**config.mk**
```make
export PLATFORM = sky130hd
export DESIGN_NAME = opp_rx_latch
export DESIGN_NICKNAME = d
export VERILOG_FILES = /design/src/rtl/opp_pkg.sv /design/src/rtl/opp_rx_check.sv /design/src/rtl/opp_rx_latch.sv
export SDC_FILE = /design/constraint.sdc
export NUM_CORES = 1
export LEC_CHECK = 0
export BUFFER_PORTS_ARGS = -buffer_cell sky130_fd_sc_hd__buf_4
export CORE_AREA = 2 2 89 91
export CTS_BUF_LIST = sky130_fd_sc_hd__clkbuf_4 sky130_fd_sc_hd__clkbuf_8
export CTS_CLUSTER_DIAMETER = 60
export DETAILED_ROUTE_END_ITERATION = 12
export DIE_AREA = 0 0 91 93
export PLACE_DENSITY = 0.9
export SYNTH_ARGS = -nofsm -noshare
export SYNTH_HDL_FRONTEND = slang
export SYNTH_HIERARCHICAL = 1
export SYNTH_SLANG_ARGS = --single-unit
```
**constraint.sdc**
```tcl
create_clock -name clk_in -period 3 [get_ports clk_in]
set_input_delay 0.6 -clock clk_in [delete_from_list [all_inputs] [get_ports clk_in]]
set_output_delay 0.6 -clock clk_in [all_outputs]
set_load 0.01 [all_outputs]
```
**src/rtl/opp_pkg.sv**
```systemverilog
// opp_pkg -- shared definitions for the opponent-state link.
//   opp_state_t   : committed/pending opponent state (x, y, dir, game)
//   *_LSB / *_W   : payload field positions, identical to the transmit packer
//   *_MAX_DEF     : default acceptance limits for the receive range check
//   pack_payload  : builds a 44-bit payload word (transmit side / models)
package opp_pkg;

  localparam int PAYLOAD_W   = 44;

  // Payload layout. Bits 32, 20, 10:8, 4 and 2:0 are reserved.
  localparam int X_LSB    = 33;
  localparam int X_W      = 11;
  localparam int Y_LSB    = 21;
  localparam int Y_W      = 11;
  localparam int DIR_LSB  = 11;
  localparam int DIR_W    = 9;
  localparam int GAME_LSB = 5;
  localparam int GAME_W   = 3;
  localparam int RST_BIT  = 3;

  localparam int H_MAX_DEF   = 1024;
  localparam int V_MAX_DEF   = 768;
  localparam int DIR_MAX_DEF = 360;

  typedef struct packed {
    logic [X_W-1:0]    x;
    logic [Y_W-1:0]    y;
    logic [DIR_W-1:0]  dir;
    logic [GAME_W-1:0] game;
  } opp_state_t;

  // Reserved bits are sent as zero.
  function automatic logic [PAYLOAD_W-1:0] pack_payload(input opp_state_t s,
                                                        input logic rst_flag);
    logic [PAYLOAD_W-1:0] w;
    w = '0;
    w[X_LSB    +: X_W]    = s.x;
    w[Y_LSB    +: Y_W]    = s.y;
    w[DIR_LSB  +: DIR_W]  = s.dir;
    w[GAME_LSB +: GAME_W] = s.game;
    w[RST_BIT]            = rst_flag;
    return w;
  endfunction

endpackage

```
**src/rtl/opp_rx_check.sv**
```systemverilog
// opp_rx_check -- stage 1 of the opponent receive path.
// Registers the payload fields on axiiv, then range-checks the registered
// copy so that the wide comparators never sit on the raw input path.
// Ports:
//   clk_in, rst_in : pixel clock, synchronous active-high reset
//   axiiv, axiid   : payload valid pulse and 44-bit payload word
//   s1_vld         : stage-1 holds a freshly captured packet this cycle
//   s1_st          : decoded opponent state
//   s1_rst         : opponent reset-request flag
//   s1_good        : all fields inside their acceptance limits
module opp_rx_check
  import opp_pkg::*;
#(
  parameter int H_MAX   = H_MAX_DEF,
  parameter int V_MAX   = V_MAX_DEF,
  parameter int DIR_MAX = DIR_MAX_DEF
) (
  input  logic                 clk_in,
  input  logic                 rst_in,
  input  logic                 axiiv,
  input  logic [PAYLOAD_W-1:0] axiid,
  output logic                 s1_vld,
  output opp_state_t           s1_st,
  output logic                 s1_rst,
  output logic                 s1_good
);

  // Reserved payload bits are deliberately dropped.
  logic unused_rsvd;
  assign unused_rsvd = ^{axiid[32], axiid[20], axiid[10:8], axiid[4], axiid[2:0]};

  always_ff @(posedge clk_in) begin
    if (rst_in) begin
      s1_vld <= 1'b0;
      s1_st  <= '0;
      s1_rst <= 1'b0;
    end else begin
      s1_vld <= axiiv;
      if (axiiv) begin
        s1_st.x    <= axiid[X_LSB    +: X_W];
        s1_st.y    <= axiid[Y_LSB    +: Y_W];
        s1_st.dir  <= axiid[DIR_LSB  +: DIR_W];
        s1_st.game <= axiid[GAME_LSB +: GAME_W];
        s1_rst     <= axiid[RST_BIT];
      end
    end
  end

  assign s1_good = (32'(s1_st.x)   < H_MAX) &&
                   (32'(s1_st.y)   < V_MAX) &&
                   (32'(s1_st.dir) < DIR_MAX);

endmodule

```
**src/rtl/opp_rx_latch.sv**
```systemverilog
// opp_rx_latch -- opponent state receiver in the 65 MHz pixel domain.
// Decodes the opponent payload, drops out-of-range packets, keeps the most
// recent good state pending and commits it to the outputs once per frame
// (first blanking line) so sprites never tear. Link liveness is a frame
// count since the last good packet.
// Optional build macro OPP_RX_STATS_EN adds saturating packet counters.
// Ports:
//   clk_in, rst_in       : pixel clock, synchronous active-high reset
//   hcount_in, vcount_in : VGA raster position
//   axiiv, axiid         : payload valid pulse and payload word
//   opp_x/y/dir/game     : committed opponent state
//   opp_valid            : committed state came from a live link
//   opp_rst_pulse        : one-cycle opponent reset request (not frame aligned)
//   link_up              : good packet seen within TIMEOUT_FRAMES frames
//   good_cnt/bad_cnt/drop_cnt (OPP_RX_STATS_EN only): packet statistics
module opp_rx_latch
  import opp_pkg::*;
#(
  parameter int H_MAX          = H_MAX_DEF,
  parameter int V_MAX          = V_MAX_DEF,
  parameter int DIR_MAX        = DIR_MAX_DEF,
  parameter int V_COMMIT       = 768,
  parameter int TIMEOUT_FRAMES = 30,
  parameter int TO_W           = 6
) (
  input  logic        clk_in,
  input  logic        rst_in,
  input  logic [10:0] hcount_in,
  input  logic [9:0]  vcount_in,
  input  logic        axiiv,
  input  logic [43:0] axiid,
  output logic [10:0] opp_x,
  output logic [10:0] opp_y,
  output logic [8:0]  opp_dir,
  output logic [2:0]  opp_game,
  output logic        opp_valid,
  output logic        opp_rst_pulse,
  output logic        link_up
`ifdef OPP_RX_STATS_EN
  ,
  output logic [15:0] good_cnt,
  output logic [15:0] bad_cnt,
  output logic [15:0] drop_cnt
`endif
);

  localparam logic [TO_W-1:0] TO_MAX = TO_W'(TIMEOUT_FRAMES);

  // ---------------- stage 1: decode + range check ----------------
  logic       s1_vld;
  opp_state_t s1_st;
  logic       s1_rst;
  logic       s1_good;

  opp_rx_check #(
    .H_MAX   (H_MAX),
    .V_MAX   (V_MAX),
    .DIR_MAX (DIR_MAX)
  ) u_check (
    .clk_in  (clk_in),
    .rst_in  (rst_in),
    .axiiv   (axiiv),
    .axiid   (axiid),
    .s1_vld  (s1_vld),
    .s1_st   (s1_st),
    .s1_rst  (s1_rst),
    .s1_good (s1_good)
  );

  // ---------------- stage 2 / commit / timeout ----------------
  logic            s2_load;
  logic            frame_tick;
  opp_state_t      pend;
  logic            pend_full;
  opp_state_t      cur;
  logic [TO_W-1:0] to_cnt;
  logic [TO_W-1:0] to_nxt;
  logic            to_hit;

  assign s2_load = s1_vld & s1_good;

  // Saturating next value; a same-cycle good packet clears instead, so the
  // link can only time out on a tick with no good packet in stage 2.
  assign to_nxt = (to_cnt == TO_MAX) ? TO_MAX : to_cnt + 1'b1;
  assign to_hit = frame_tick && !s2_load && (to_nxt == TO_MAX);

  always_ff @(posedge clk_in) begin
    if (rst_in) begin
      frame_tick    <= 1'b0;
      pend          <= '0;
      pend_full     <= 1'b0;
      cur           <= '0;
      opp_valid     <= 1'b0;
      opp_rst_pulse <= 1'b0;
      link_up       <= 1'b0;
      to_cnt        <= TO_MAX;
    end else begin
      frame_tick    <= (hcount_in == '0) && (vcount_in == 10'(V_COMMIT));
      opp_rst_pulse <= s2_load & s1_rst;

      // Commit reads the pre-load pending value; a packet landing on the
      // tick cycle stays pending for the next frame.
      if (frame_tick && pend_full)
        cur <= pend;

      if (s2_load)
        pend <= s1_st;

      if (s2_load)
        pend_full <= 1'b1;
      else if (frame_tick)
        pend_full <= 1'b0;

      if (s2_load)
        to_cnt <= '0;
      else if (frame_tick)
        to_cnt <= to_nxt;

      if (s2_load)
        link_up <= 1'b1;
      else if (to_hit)
        link_up <= 1'b0;

      if (to_hit)
        opp_valid <= 1'b0;
      else if (frame_tick && pend_full)
        opp_valid <= link_up;
    end
  end

  assign opp_x    = cur.x;
  assign opp_y    = cur.y;
  assign opp_dir  = cur.dir;
  assign opp_game = cur.game;

`ifdef OPP_RX_STATS_EN
  // A pending value counts as dropped only if it is overwritten without
  // having been committed on this same cycle.
  logic s2_bad;
  logic s2_drop;

  assign s2_bad  = s1_vld & ~s1_good;
  assign s2_drop = s2_load & pend_full & ~frame_tick;

  always_ff @(posedge clk_in) begin
    if (rst_in) begin
      good_cnt <= '0;
      bad_cnt  <= '0;
      drop_cnt <= '0;
    end else begin
      if (s2_load && good_cnt != '1) good_cnt <= good_cnt + 1'b1;
      if (s2_bad  && bad_cnt  != '1) bad_cnt  <= bad_cnt  + 1'b1;
      if (s2_drop && drop_cnt != '1) drop_cnt <= drop_cnt + 1'b1;
    end
  end
`endif

endmodule

```
== Word level (Yosys, flattened, before mapping) ==
Index checks and enable logic that the tools add are counted.
Storage, ports and cells
  register bits: 115
  latch bits: 0
  RAM bits: 0
  ROM bits: 0
  input port bits: 68
  output and inout port bits: 37
  word-level logic and storage cells: 49
  memories: 0
Cells by class
  add/subtract/negate cells: 1
  $mul: 0
  div/mod/pow operators: 0
  $lt $le $gt $ge: 3
  equality and inequality tests: 3
  shifts and indexed selects: 0
  mux-type cells: 7
  bitwise operators: 2
  reduce and logical (&&, ||, !) cells: 12
Operators with widths (number)
  6-bit by 5-bit equality test with 1-bit output, second input constant: 2
  11-bit logical NOT: 1
  11-bit by 10-bit < comparator with 1-bit output, second input constant: 1
  11-bit < comparator, second input constant: 1
  10-bit equality test, second input constant: 1
  5-bit two-way mux: 2
  9-bit < comparator, second input constant: 1
  6-bit by 1-bit adder with 6-bit output, second input constant: 1
  1-bit logical AND: 6
  6-bit two-way mux: 1
  1-bit two-way mux: 4
  2-bit nonzero test: 2
  2-bit OR reduction: 2
  1-bit bitwise AND: 2
  1-bit logical NOT: 1

== Logic depth before layout (Yosys ltp) ==
  depth in word-level cells: 9
  gate-level depth with buffers: 7
  gate-level depth less buffers: 6

== Hierarchy ==
Netlist, hierarchy kept.
By module, submodules not included
  opp_rx_latch: instances 1, cells an instance 371, area an instance 2975.4 um2, seq. area each 1581.5 um2
  opp_rx_check: instances 1, cells an instance 119, area an instance 1323.8 um2, seq. area each 720.7 um2

== Worst setup path before layout ==
Ideal clock, no wire load.
  path type: reg-to-reg
  from: register to_cnt[1]
  to: register link_up
  setup time: 0.135 ns
  arrival time: 1.380 ns
  required time: 2.865 ns
  setup slack: 1.484 ns
  stages on the path, launching flop included: 6
  path buffers: 0
  clock period less this slack: 1.516 ns
  cell sequence: dfxtp_1 ha_1 and3b_2 a31oi_1 a2111oi_2 nor4_1
On the way
  cells in the longest elaborated chain, start to end: 5
  elaborated cells between the ends (all ways): 6
  classes of those cells: add/sub: 1; eq/ne: 2; mux: 1; reduce/logical: 2
RTL lines
  start: declaration: RTL line opp_rx_latch.sv:76  | logic [TO_W-1:0] to_cnt;
  start signal: assignment: RTL line opp_rx_latch.sv:117  | to_cnt <= to_nxt;
  6-bit by 1-bit adder with 6-bit output / 6-bit by 5-bit equality test with 1-bit output (equally long branches): RTL line opp_rx_latch.sv:84  | assign to_nxt = (to_cnt == TO_MAX) ? TO_MAX : to_cnt + 1'b1;
  6-bit two-way mux (*): RTL line opp_rx_latch.sv:84
  6-bit by 5-bit equality test with 1-bit output (*): RTL line opp_rx_latch.sv:85  | assign to_hit = frame_tick && !s2_load && (to_nxt == TO_MAX);
  1-bit logical AND (*): RTL line opp_rx_latch.sv:85
  2-bit nonzero test (no source line) (*)
  end signal: assignment: RTL line opp_rx_latch.sv:95  | link_up <= 1'b0;
  end signal: assignment: RTL line opp_rx_latch.sv:120  | link_up <= 1'b1;
  end signal: assignment: RTL line opp_rx_latch.sv:122  | link_up <= 1'b0;
  end: declaration: RTL line opp_rx_latch.sv:38  | output logic link_up
Mark *: on every way between the ends. The rest lies on a longest branch, timed or not.
A chain may end at the register's enable or synchronous reset.

== Worst setup path in the final report ==
  from: register u_check/s1_st[21] (netlist name)
  to: register pend[7] (netlist name)
On the way
  cells in the longest elaborated chain, start to end: 4
RTL lines
  11-bit by 10-bit < comparator with 1-bit output: RTL line opp_rx_check.sv:50  | (32'(s1_st.y) < V_MAX) &&
  1-bit logical AND: RTL line opp_rx_check.sv:49  | assign s1_good = (32'(s1_st.x) < H_MAX) &&
  1-bit logical AND: RTL line opp_rx_check.sv:50
  net s1_good: RTL line opp_rx_latch.sv:53  | logic s1_good;
  1-bit bitwise AND: RTL line opp_rx_latch.sv:80  | assign s2_load = s1_vld & s1_good;
  end signal: assignment: RTL line opp_rx_latch.sv:107  | pend <= s1_st;
  end: declaration: RTL line opp_rx_latch.sv:73  | opp_state_t pend;
The timed path passes the listed nets, and every way through them passes these cells.

==> qor.yml <==
grt_pass1_wl_um: 15300
cts_buffers: 17
reg2reg_from: "u_check/s1_st[21]"
crit_arrival_ns: 2.23
route.met2.wl_um: 4800
hold_buffers: 0
final_cells: 689
htreeDepth: 4
start_kind: "register"
finalSetupViolCount: 0
cts.sinks: 115
end_kind: "register"
ys.warnings.count: 6
grt.total_usage_pct: 22.7
coreArea_sq_um: 7530
tightest_slew_ns: 1.12
antennaDiodeCount: 0
met3_length_um: 577
rrSetupSlack_ns: 1.10
cts_setup_buffers: 0
synth_area_sq_um: 4300
synthCells: 490
worst_clock_skew_ns: 0.00953
path_cells: "a211oi_1, and3_1, and2_1, buf_4, nand2_1, a21oi_1"
cts_root_buf: "clkbuf_8"
syn_nets: 560
design_area_sq_um: 5460
placedCellCount: 657
max-cap-violations: 0
post_dp_cell_area_sq_um: 4960
hold_viol: 0
cp_max_fo: 16
synth_seq_area_share_pct: 53.6
drc: 0
timing.setup.tns_ns: 0
synth.top_cell.area_share_pct: 53.6
cts_buffer_depth: 2
rows: 32
r2r-end: "pend[7]"
slowest_stage: "and2_1"
antenna_left: 0
ys_top_cells_by_area: "dfxtp_1 (54%), nand2_1 (13%), a21oi_1 (8.3%)"
clkLatencyLatePin_ns: 0.41
crit_type: "reg2reg"
maxSlewViolCount: 0
hold_path_depth: 2
nNetsFinal: 644
initialDrtViolationCount: 178
n_fill_cell: 577
io_pins: 105
drive_gt1_share_pct: 23.5
vias: 3596
vias_per_cell: 5.22
wl_met1_um: 3790
portBuffers: 95
syn2layout_area_growth_pct: 26.9
final.period_utilization_pct: 63.4
wl_per_cell_um: 13.4
grt_overflow: 0
ys_ff_latch: 115
grt_pass1_vias: 3491
whs_ns: 0.345
outcome: "finished, final reports clean"
relSlewSlack_pct: 25.4
finalWirelength_um: 9250
die_h_um: 93
yosysTopAreaCell: "dfxtp_1"
gp_congestion: 0.842
total_power_mw: 3.56
die_x_um: 91
highest_layer: "met4"
tritoncts: "done"
hpwl_um: 5900
hold_start: "hcount_in[9]"
hold_class: "in2reg"
syn_avg_cell_area_sq_um: 8.77
hold_end: "frame_tick"
cts.clk_slew.worst_paths_ns: 0.07
cp.required_ns: 3.33
cts.repair.resized: 0
irDropWorstVdd_mv: 0.394
yosysUniqueCellTypes: 39
power.leakage_nw: 2.23
grt_start_max_net_pins: 116
initial_core_util_pct: 57.1
max_stage_delay_ns: 0.55
cellPowerDensity_nw_per_um2: 652
rsz0062_at_grt: "no"
die_area_sq_um: 8460
fmax_mhz: 526
rr_worst_depth: 6
grt_antenna_before_repair: 0
finalCriticalPeriod_ns: 1.90
first_pass_iters: 4
## synthesized netlist by cell type, drive strengths merged
library cell	n
a2111oi	2
a211oi	2
a21o	3
a21oi	71
a22oi	1
a31o	2
a31oi	1
a32oi	1
and2	2
and3	3
and3b	1
and4b	1
and4bb	1
buf	21
clkbuf	14
dfxtp	115
ha	2
inv	2
mux2	1
mux2i	35
nand2	145
nand2b	2
nand3	2
nand3b	1
nand4	4
nor2	41
nor2b	2
nor3b	2
nor4	4
nor4b	2
o2111ai	1
or2	1
or4	1
xor2	1
## worst max-delay path by stage
stage                            from  slack (ns)  cells past startpoint          to
floorplan                   to_cnt[1]        1.48                      5     link_up
global placement               rst_in        1.12                      4  frame_tick
detailed placement             rst_in        1.09                      4  frame_tick
CTS                 u_check/s1_st[21]        1.09                      6    pend[32]
global route        u_check/s1_st[21]        0.93                      6     pend[7]
finish              u_check/s1_st[21]        1.10                      6     pend[7]
## critical path, delay by kind of cell (launching register included)
kind / cells / cell delay (ns)
and+or+nand+nor: 3 / 0.83
AOI/OAI and AO/OA: 2 / 0.37
DFF: 1 / 0.33
buffers and inverters: 1 / 0.30
## per-layer routing
layer,GRT usage (%),vias up
li1,-,1796
met1,24.5,1695
met2,40.7,99
met3,8.86,6
met4,7.95,0
met5,0,-
## metrics by stage
step / worst slack [ns] / utilization (%)
after floorplan: 1.48 / -
after global placement: 1.12 / 65.9
after detailed placement: 1.09 / 65.9
after CTS: 1.09 / 72.5
after global routing: 0.928 / 72.5
final: 1.10 / 72.5
## power breakdown
group	total [mW]	leakage (nW)	internal [mW]	switching (mW)
Clock	1.74	0.246	1.11	0.635
Sequential	1.60	0.936	1.57	0.0310
Combinational	0.212	1.05	0.104	0.107
Total	3.56	2.23	2.79	0.773
## sequential cells by signal, indices dropped and copies added (netlist names)
| signal | cells |
|---|---|
| opp_valid | 1 |
| pend | 34 |
| opp_x | 11 |
| pend_full | 1 |
| opp_rst_pulse | 1 |
| link_up | 1 |
| opp_y | 11 |
| u_check/s1_st | 34 |
| opp_game | 3 |
| u_check/s1_rst | 1 |
| u_check/s1_vld | 1 |
| opp_dir | 9 |
| frame_tick | 1 |
| to_cnt | 6 |
## placed cells by master, fill, tap and decap left out, types with 4 or more instances in the layout
cell type  count
buf_4        100
bufinv_16      6
nand2_1      145
clkbuf_8      18
mux2i_1       35
dfxtp_1      115
nor2_1        41
nor4_1         4
nand4_1        4
a21oi_1       71
clkinv_4       5
## final cells by class
type                       instances  area, sq um  share of cell area (%)
sequential                       115         2300                    42.2
multi-input combinational        338         1770                    32.4
tap                              102          128                    2.34
clock inverter                    14          251                    4.61
timing repair buffer             100          751                    13.8
inverter                           2         7.51                   0.138
clock buffer                      18          248                    4.54
## logic make-up (layout without fill, tap and decap cells)
family                     Yosys count  count (layout)  share of synthesized area (%)
AOI/OAI and AO/OA                   84              84                           11.0
xor gates and xnor gates             1               1                          0.204
DFF                                115             115                           53.6
and+or+nand+nor                    215             215                           21.0
adders and majority gates            2               2                          0.582
buffers and inverters               37             134                           5.27
muxes                               36              36                           8.41
Power figures use the tool's default switching activity.
